==> config.mk <==
export PLATFORM = sky130hd
export DESIGN_NAME = alu_op_sequencer
export DESIGN_NICKNAME = d
export VERILOG_FILES = /design/src/rtl/alu_pkg.sv /design/src/rtl/alu_seq_cycle_counter.sv /design/src/rtl/alu_op_sequencer.sv
export SDC_FILE = /design/constraint.sdc
export NUM_CORES = 1
export LEC_CHECK = 0
export ABC_AREA = 1
export ABC_CLOCK_PERIOD_IN_PS = 2350
export CORE_UTILIZATION = 31
export CTS_BUF_LIST = sky130_fd_sc_hd__clkbuf_8
export DETAILED_ROUTE_END_ITERATION = 8
export PLACE_DENSITY = 0.72
export SYNTH_ARGS = -nofsm -noshare
export SYNTH_HDL_FRONTEND = slang
export SYNTH_SLANG_ARGS = --single-unit
==> constraint.sdc <==
create_clock -name clock -period 2.35 [get_ports clock]
set_input_delay 0.235 -clock clock [delete_from_list [all_inputs] [get_ports clock]]
set_output_delay 0.235 -clock clock [all_outputs]
set_load 0.01 [all_outputs]
==> src/rtl/alu_pkg.sv <==
// Shared opcodes, sequencer states and status codes for the ALU op sequencer.
package alu_pkg;

  localparam logic [4:0] OP_ADD  = 5'b00011;
  localparam logic [4:0] OP_SUB  = 5'b00100;
  localparam logic [4:0] OP_AND  = 5'b00101;
  localparam logic [4:0] OP_OR   = 5'b00110;
  localparam logic [4:0] OP_SHR  = 5'b00111;
  localparam logic [4:0] OP_SHRA = 5'b01000;
  localparam logic [4:0] OP_SHL  = 5'b01001;
  localparam logic [4:0] OP_ROR  = 5'b01010;
  localparam logic [4:0] OP_ROL  = 5'b01011;
  localparam logic [4:0] OP_MUL  = 5'b01111;
  localparam logic [4:0] OP_DIV  = 5'b10000;
  localparam logic [4:0] OP_NEG  = 5'b10001;
  localparam logic [4:0] OP_NOT  = 5'b10010;

  localparam logic [1:0] ERR_OK   = 2'b00;
  localparam logic [1:0] ERR_ILL  = 2'b01;
  localparam logic [1:0] ERR_DIV0 = 2'b10;

  typedef enum logic [1:0] {
    S_IDLE,
    S_LOADY,
    S_EXEC,
    S_RESP
  } state_t;

  function automatic logic is_wide(input logic [4:0] op);
    return (op == OP_MUL) || (op == OP_DIV);
  endfunction

  function automatic logic is_legal(input logic [4:0] op);
    logic ok;
    unique case (1'b1)
      (op >= OP_ADD) && (op <= OP_ROL): ok = 1'b1;
      (op >= OP_MUL) && (op <= OP_NOT): ok = 1'b1;
      default:                          ok = 1'b0;
    endcase
    return ok;
  endfunction

  function automatic logic is_shift(input logic [4:0] op);
    return (op >= OP_SHR) && (op <= OP_ROL);
  endfunction

endpackage

==> src/rtl/alu_seq_cycle_counter.sv <==
// Load/decrement counter timing the EXEC phase; done when it reaches zero.
module alu_seq_cycle_counter (
  input  logic       clock,
  input  logic       clear,
  input  logic       load,
  input  logic       dec,
  input  logic [3:0] load_val,
  output logic       done
);

  logic [3:0] count;

  always_ff @(posedge clock or negedge clear) begin
    if (!clear) begin
      count <= 4'd0;
    end else if (load) begin
      count <= load_val;
    end else if (dec && (count != 4'd0)) begin
      count <= count - 4'd1;
    end
  end

  assign done = (count == 4'd0);

endmodule

==> src/rtl/alu_op_sequencer.sv <==
// Issues one ALU op per request and returns Z as LO/HI plus status.
// ALU_SEQ_SHAMT_MASK_EN: mask shift amounts on the bus to B[4:0].
module alu_op_sequencer
  import alu_pkg::*;
#(
  parameter int EXEC_CYCLES   = 1,
  parameter int MULDIV_CYCLES = 4
) (
  input  logic        clock,
  input  logic        clear,
  input  logic        req_valid,
  output logic        req_ready,
  input  logic [4:0]  req_op,
  input  logic [31:0] req_a,
  input  logic [31:0] req_b,
  output logic [31:0] alu_y,
  output logic [31:0] alu_bus,
  output logic [4:0]  alu_ctrl,
  output logic        alu_in,
  input  logic [63:0] alu_z,
  output logic        rsp_valid,
  input  logic        rsp_ready,
  output logic [31:0] rsp_lo,
  output logic [31:0] rsp_hi,
  output logic [1:0]  rsp_err
);

  localparam logic [3:0] LD_NARROW = 4'(EXEC_CYCLES - 1);
  localparam logic [3:0] LD_WIDE   = 4'(MULDIV_CYCLES - 1);

  state_t      state, state_nxt;
  logic [4:0]  op_q;
  logic [31:0] a_q, b_q, lo_q, hi_q;
  logic [1:0]  err_q;
  logic        cnt_load, cnt_dec, cnt_done;
  logic [3:0]  cnt_val;
  logic [31:0] bus_exec;
  logic        bad_op, div0, accept, finish;

  assign bad_op = !is_legal(req_op);
  assign div0   = (req_op == OP_DIV) && (req_b == 32'd0);
  assign accept = (state == S_IDLE) && req_valid;
  assign finish = (state == S_EXEC) && cnt_done;

`ifdef ALU_SEQ_SHAMT_MASK_EN
  assign bus_exec = is_shift(op_q) ? {27'b0, b_q[4:0]} : b_q;
`else
  assign bus_exec = b_q;
`endif

  alu_seq_cycle_counter u_cnt (
    .clock    (clock),
    .clear    (clear),
    .load     (cnt_load),
    .dec      (cnt_dec),
    .load_val (cnt_val),
    .done     (cnt_done)
  );

  always_ff @(posedge clock or negedge clear) begin
    if (!clear) state <= S_IDLE;
    else        state <= state_nxt;
  end

  always_comb begin
    state_nxt = state;
    req_ready = 1'b0;
    rsp_valid = 1'b0;
    alu_y     = 32'd0;
    alu_bus   = 32'd0;
    alu_ctrl  = 5'd0;
    alu_in    = 1'b0;
    cnt_load  = 1'b0;
    cnt_dec   = 1'b0;
    cnt_val   = is_wide(op_q) ? LD_WIDE : LD_NARROW;
    unique case (state)
      S_IDLE: begin
        req_ready = 1'b1;
        if (req_valid)
          state_nxt = (bad_op || div0) ? S_RESP : S_LOADY;
      end
      S_LOADY: begin
        alu_y     = a_q;
        cnt_load  = 1'b1;
        state_nxt = S_EXEC;
      end
      S_EXEC: begin
        alu_y    = a_q;
        alu_bus  = bus_exec;
        alu_ctrl = op_q;
        alu_in   = 1'b1;
        if (cnt_done) state_nxt = S_RESP;
        else          cnt_dec   = 1'b1;
      end
      S_RESP: begin
        rsp_valid = 1'b1;
        if (rsp_ready) state_nxt = S_IDLE;
      end
      default: state_nxt = S_IDLE;
    endcase
  end

  // Upper Z is only meaningful for mul/div; drop it for everything else.
  always_ff @(posedge clock or negedge clear) begin
    if (!clear) begin
      op_q  <= 5'd0;
      a_q   <= 32'd0;
      b_q   <= 32'd0;
      lo_q  <= 32'd0;
      hi_q  <= 32'd0;
      err_q <= ERR_OK;
    end else if (accept) begin
      op_q  <= req_op;
      a_q   <= req_a;
      b_q   <= req_b;
      lo_q  <= 32'd0;
      hi_q  <= 32'd0;
      err_q <= bad_op ? ERR_ILL :
               div0   ? ERR_DIV0 : ERR_OK;
    end else if (finish) begin
      lo_q <= alu_z[31:0];
      hi_q <= is_wide(op_q) ? alu_z[63:32] : 32'd0;
    end
  end

  assign rsp_lo  = lo_q;
  assign rsp_hi  = hi_q;
  assign rsp_err = err_q;

endmodule

==> reports/results.ini, run 1 <==
[timing]
setup_ws_ps = 116
fmax_ghz = 0.448
hold_ws_ps = 318
period_minus_slack_ps = 2230
rsz0062_at_grt = yes
report.final.slew_viol_count = 0
finalCritPeriodShare_pct = 95.1
relSlewSlack_pct = 60.7
worst_pin_slew_ps = 589
finClkSkew_ps = 15.8
hold_viol = 0
setup_viol = 0

[worst_setup_path]
crit_path_start_kind = flop
arrival_ps = 2000
r2r_start = state[0]
path_max_fanout = 15
path_class = flop to primary output
worstPathCellList = inv_2 > ha_2 > buf_6 > nand2_1 > inv_1 > clkdlybuf4s50_1
crit_slowest_cell = clkdlybuf4s50_1
cp-startpoint = state[0]
worst_setup_path_end_kind = primary output
critical-path-max-stage-delay_ps = 530
worstPathRequired_ps = 2120

[route]
wl_per_cell_um = 14.0
ant_nets = 0
drtIter0Drc = 267
drc = 0
drt_first_pass_iters = 4
via_per_inst = 4.46
vias = 6114
drt_wl_total_mm = 19.2

[cells_and_area]
regArea_um2 = 3530
finalNetCount = 1231
finalInstanceArea_um2 = 9990
fin_util_pct = 49.6
layout-drive-gt1-share_pct = 5.27
multi_input_area_um2 = 2300
num-fill-cells = 1967
n_antenna_cell = 0
area_growth_pct = 57.2

[clocking]
clkSinkCount = 141
cts_tree = built
numCtsBuffers = 17
h-tree-depth = 4
clockBufferDepth = 2
cts_root_buf = clkbuf_8
clk_pin_slew_ps = 90
clk_latency_ps = 440

[die]
die_h_um = 145
start_util_pct = 31.5
dieArea_um2 = 21100
io_pins = 275
die_width_um = 145
core_area_um2 = 20200
rows = 52

[placement]
place.gp.congestion = 0.820
placed_cell_area_um2 = 9440
dpl_worst_slack_ps = 305
post-dp-hpwl_mm = 13.4
portBuffers = 274

[grt]
grt_pass1_vias = 5962
grt_use_total_pct = 18.5
grt_max_degree = 78
antenna_found_initial = 0
grt_overflow = 0
grt_pass1_wl_mm = 31.1

[worst_hold_path]
hold_path.startpoint = req_a[26]
hp-class = input pin to flop

[yosys]
synthCells = 823
syn_area_per_cell_um2 = 7.72
syn_nets = 966
ys_types = 19
yosys_warnings = 0
ys_seq_area_share_pct = 55.5
synth_area_leaders = dfrtp_1 (56%), nand2_1 (22%), nand3_1 (8.4%)
synth_area_leader_cell = dfrtp_1
synth_area_um2 = 6360
ys_ff_latch = 141
synth_top_area_share_pct = 55.5

[flow_run]
drv_cap = 0

[pwr]
ir_worst_vdd_mv = 0.534
power_density_nw_per_um2 = 1170
p_leak_nw = 5.70
total_power_mw = 11.7

[run_status]
status = completed

-- flip-flops by register name (all words and copies together), names as in the netlist --
| signal | count |
|---|---|
| rsp_err | 2 |
| state | 2 |
| b_q | 32 |
| op_q | 5 |
| rsp_lo | 32 |
| rsp_hi | 32 |
| a_q | 32 |
| u_cnt.count | 4 |
-- cell families (layout without fill, tap and decap cells) --
group,count (synthesis),after routing,share of synthesized area (%)
AOI/OAI and AO/OA,20,20,1.73
buffers and inverters,138,416,8.62
DFF,141,141,55.5
adders and majority gates,6,6,1.18
and+or+nand+nor,518,518,33.0
-- synth_stat cells --
cell / count
nor2_4: 1
nand4_1: 2
buf_2: 24
o21bai_1: 1
dfrtp_1: 141
buf_1: 4
nor2_1: 31
inv_2: 1
ha_1: 6
nand3_1: 107
o311ai_0: 1
nor3_1: 1
nand2_1: 375
or2_2: 1
o21ai_2: 1
inv_1: 91
clkbuf_1: 18
o21ai_0: 14
a21oi_1: 3
-- path summary, 6_finish.rpt --
check / slack, ps / cells after the start / end
max reg2reg: 440 / 8 / rsp_hi[20]
min reg2reg: 490 / 2 / b_q[3]
max in group asynchronous: 1400 / 3 / op_q[4]
min in group asynchronous: 370 / 2 / rsp_hi[17]
min: 320 / 3 / a_q[26]
max: 120 / 6 / alu_bus[1]
-- stage by stage --
stage                     setup TNS, ps  std cells
after floorplan                       0        823
after global placement                0       1334
after detailed placement              0       1334
after CTS                         -13.8       1370
after global routing               -123       1371
final                                 0       1371
-- area by class of cell --
class                      instances  area share (%)
clock buffer                      17            2.34
clock inverter                    15            1.85
inverter                          92            3.46
multi-input combinational        544            23.0
sequential                       141            35.3
tap                              270            3.38
timing repair buffer             292            30.6
-- routing by layer --
layer  share of wire, %  global-route usage [%]  up-vias
met5                  0                       0        -
met4               0.81                    4.32        0
met3                8.1                    6.13       10
met2                 47                    30.9      246
met1                 44                    23.1     2830
li1                   -                       -     3028
-- placed cells by master, fill, tap and decap left out, types with 2 or more instances in the layout --
| cell | n |
|---|---|
| o21ai_0 | 14 |
| buf_4 | 6 |
| nand3_1 | 107 |
| clkdlybuf4s50_1 | 234 |
| clkbuf_8 | 17 |
| inv_2 | 3 |
| nand2_1 | 374 |
| buf_6 | 2 |
| buf_12 | 9 |
| dlygate4sd2_1 | 15 |
| bufinv_16 | 3 |
| clkinv_4 | 2 |
| inv_1 | 90 |
| inv_6 | 5 |
| ha_1 | 4 |
| dlymetal6s2s_1 | 23 |
| a21oi_1 | 3 |
| clkinvlp_4 | 4 |
| dfrtp_1 | 141 |
| nor2_1 | 31 |
| nand4_1 | 2 |
-- what timing repair did --
item	in CTS	in global routing
pin swaps	1	0
endpoints found under the setup margin	55	53
gates resized for setup	23	26
buffers inserted	2	1
gates cloned	1	0
hold buffers	1	0
hold endpoints to repair	57	0
-- power by group --
| part | total [mW] | leakage [nW] | internal (mW) | switching [mW] |
|---|---|---|---|---|
| clock | 2.09 | 0.201 | 1.07 | 1.02 |
| combinational | 5.66 | 3.67 | 2.76 | 2.89 |
| sequential | 3.97 | 1.83 | 3.40 | 0.564 |
| total | 11.7 | 5.70 | 7.23 | 4.48 |
-- critical path: cells and delay by family (launching register included) --
family,cells,cell delay [ps]
DFF,1,400
buffers and inverters,4,870
adders and majority gates,1,220
and+or+nand+nor,1,70
No activity file was read; power rests on OpenSTA's default activity.
==> run 2: changes to the inputs <==
--- a/config.mk
+++ b/config.mk
@@ -10,7 +10,9 @@
 export CORE_UTILIZATION = 31
 export CTS_BUF_LIST = sky130_fd_sc_hd__clkbuf_8
 export DETAILED_ROUTE_END_ITERATION = 8
+export GPL_ROUTABILITY_DRIVEN = 1
 export PLACE_DENSITY = 0.72
 export SYNTH_ARGS = -nofsm -noshare
 export SYNTH_HDL_FRONTEND = slang
 export SYNTH_SLANG_ARGS = --single-unit
+export TNS_END_PERCENT = 100
==> results of run 2 <==
No change in the layout: final DEF, timing and power equal those of run 1.
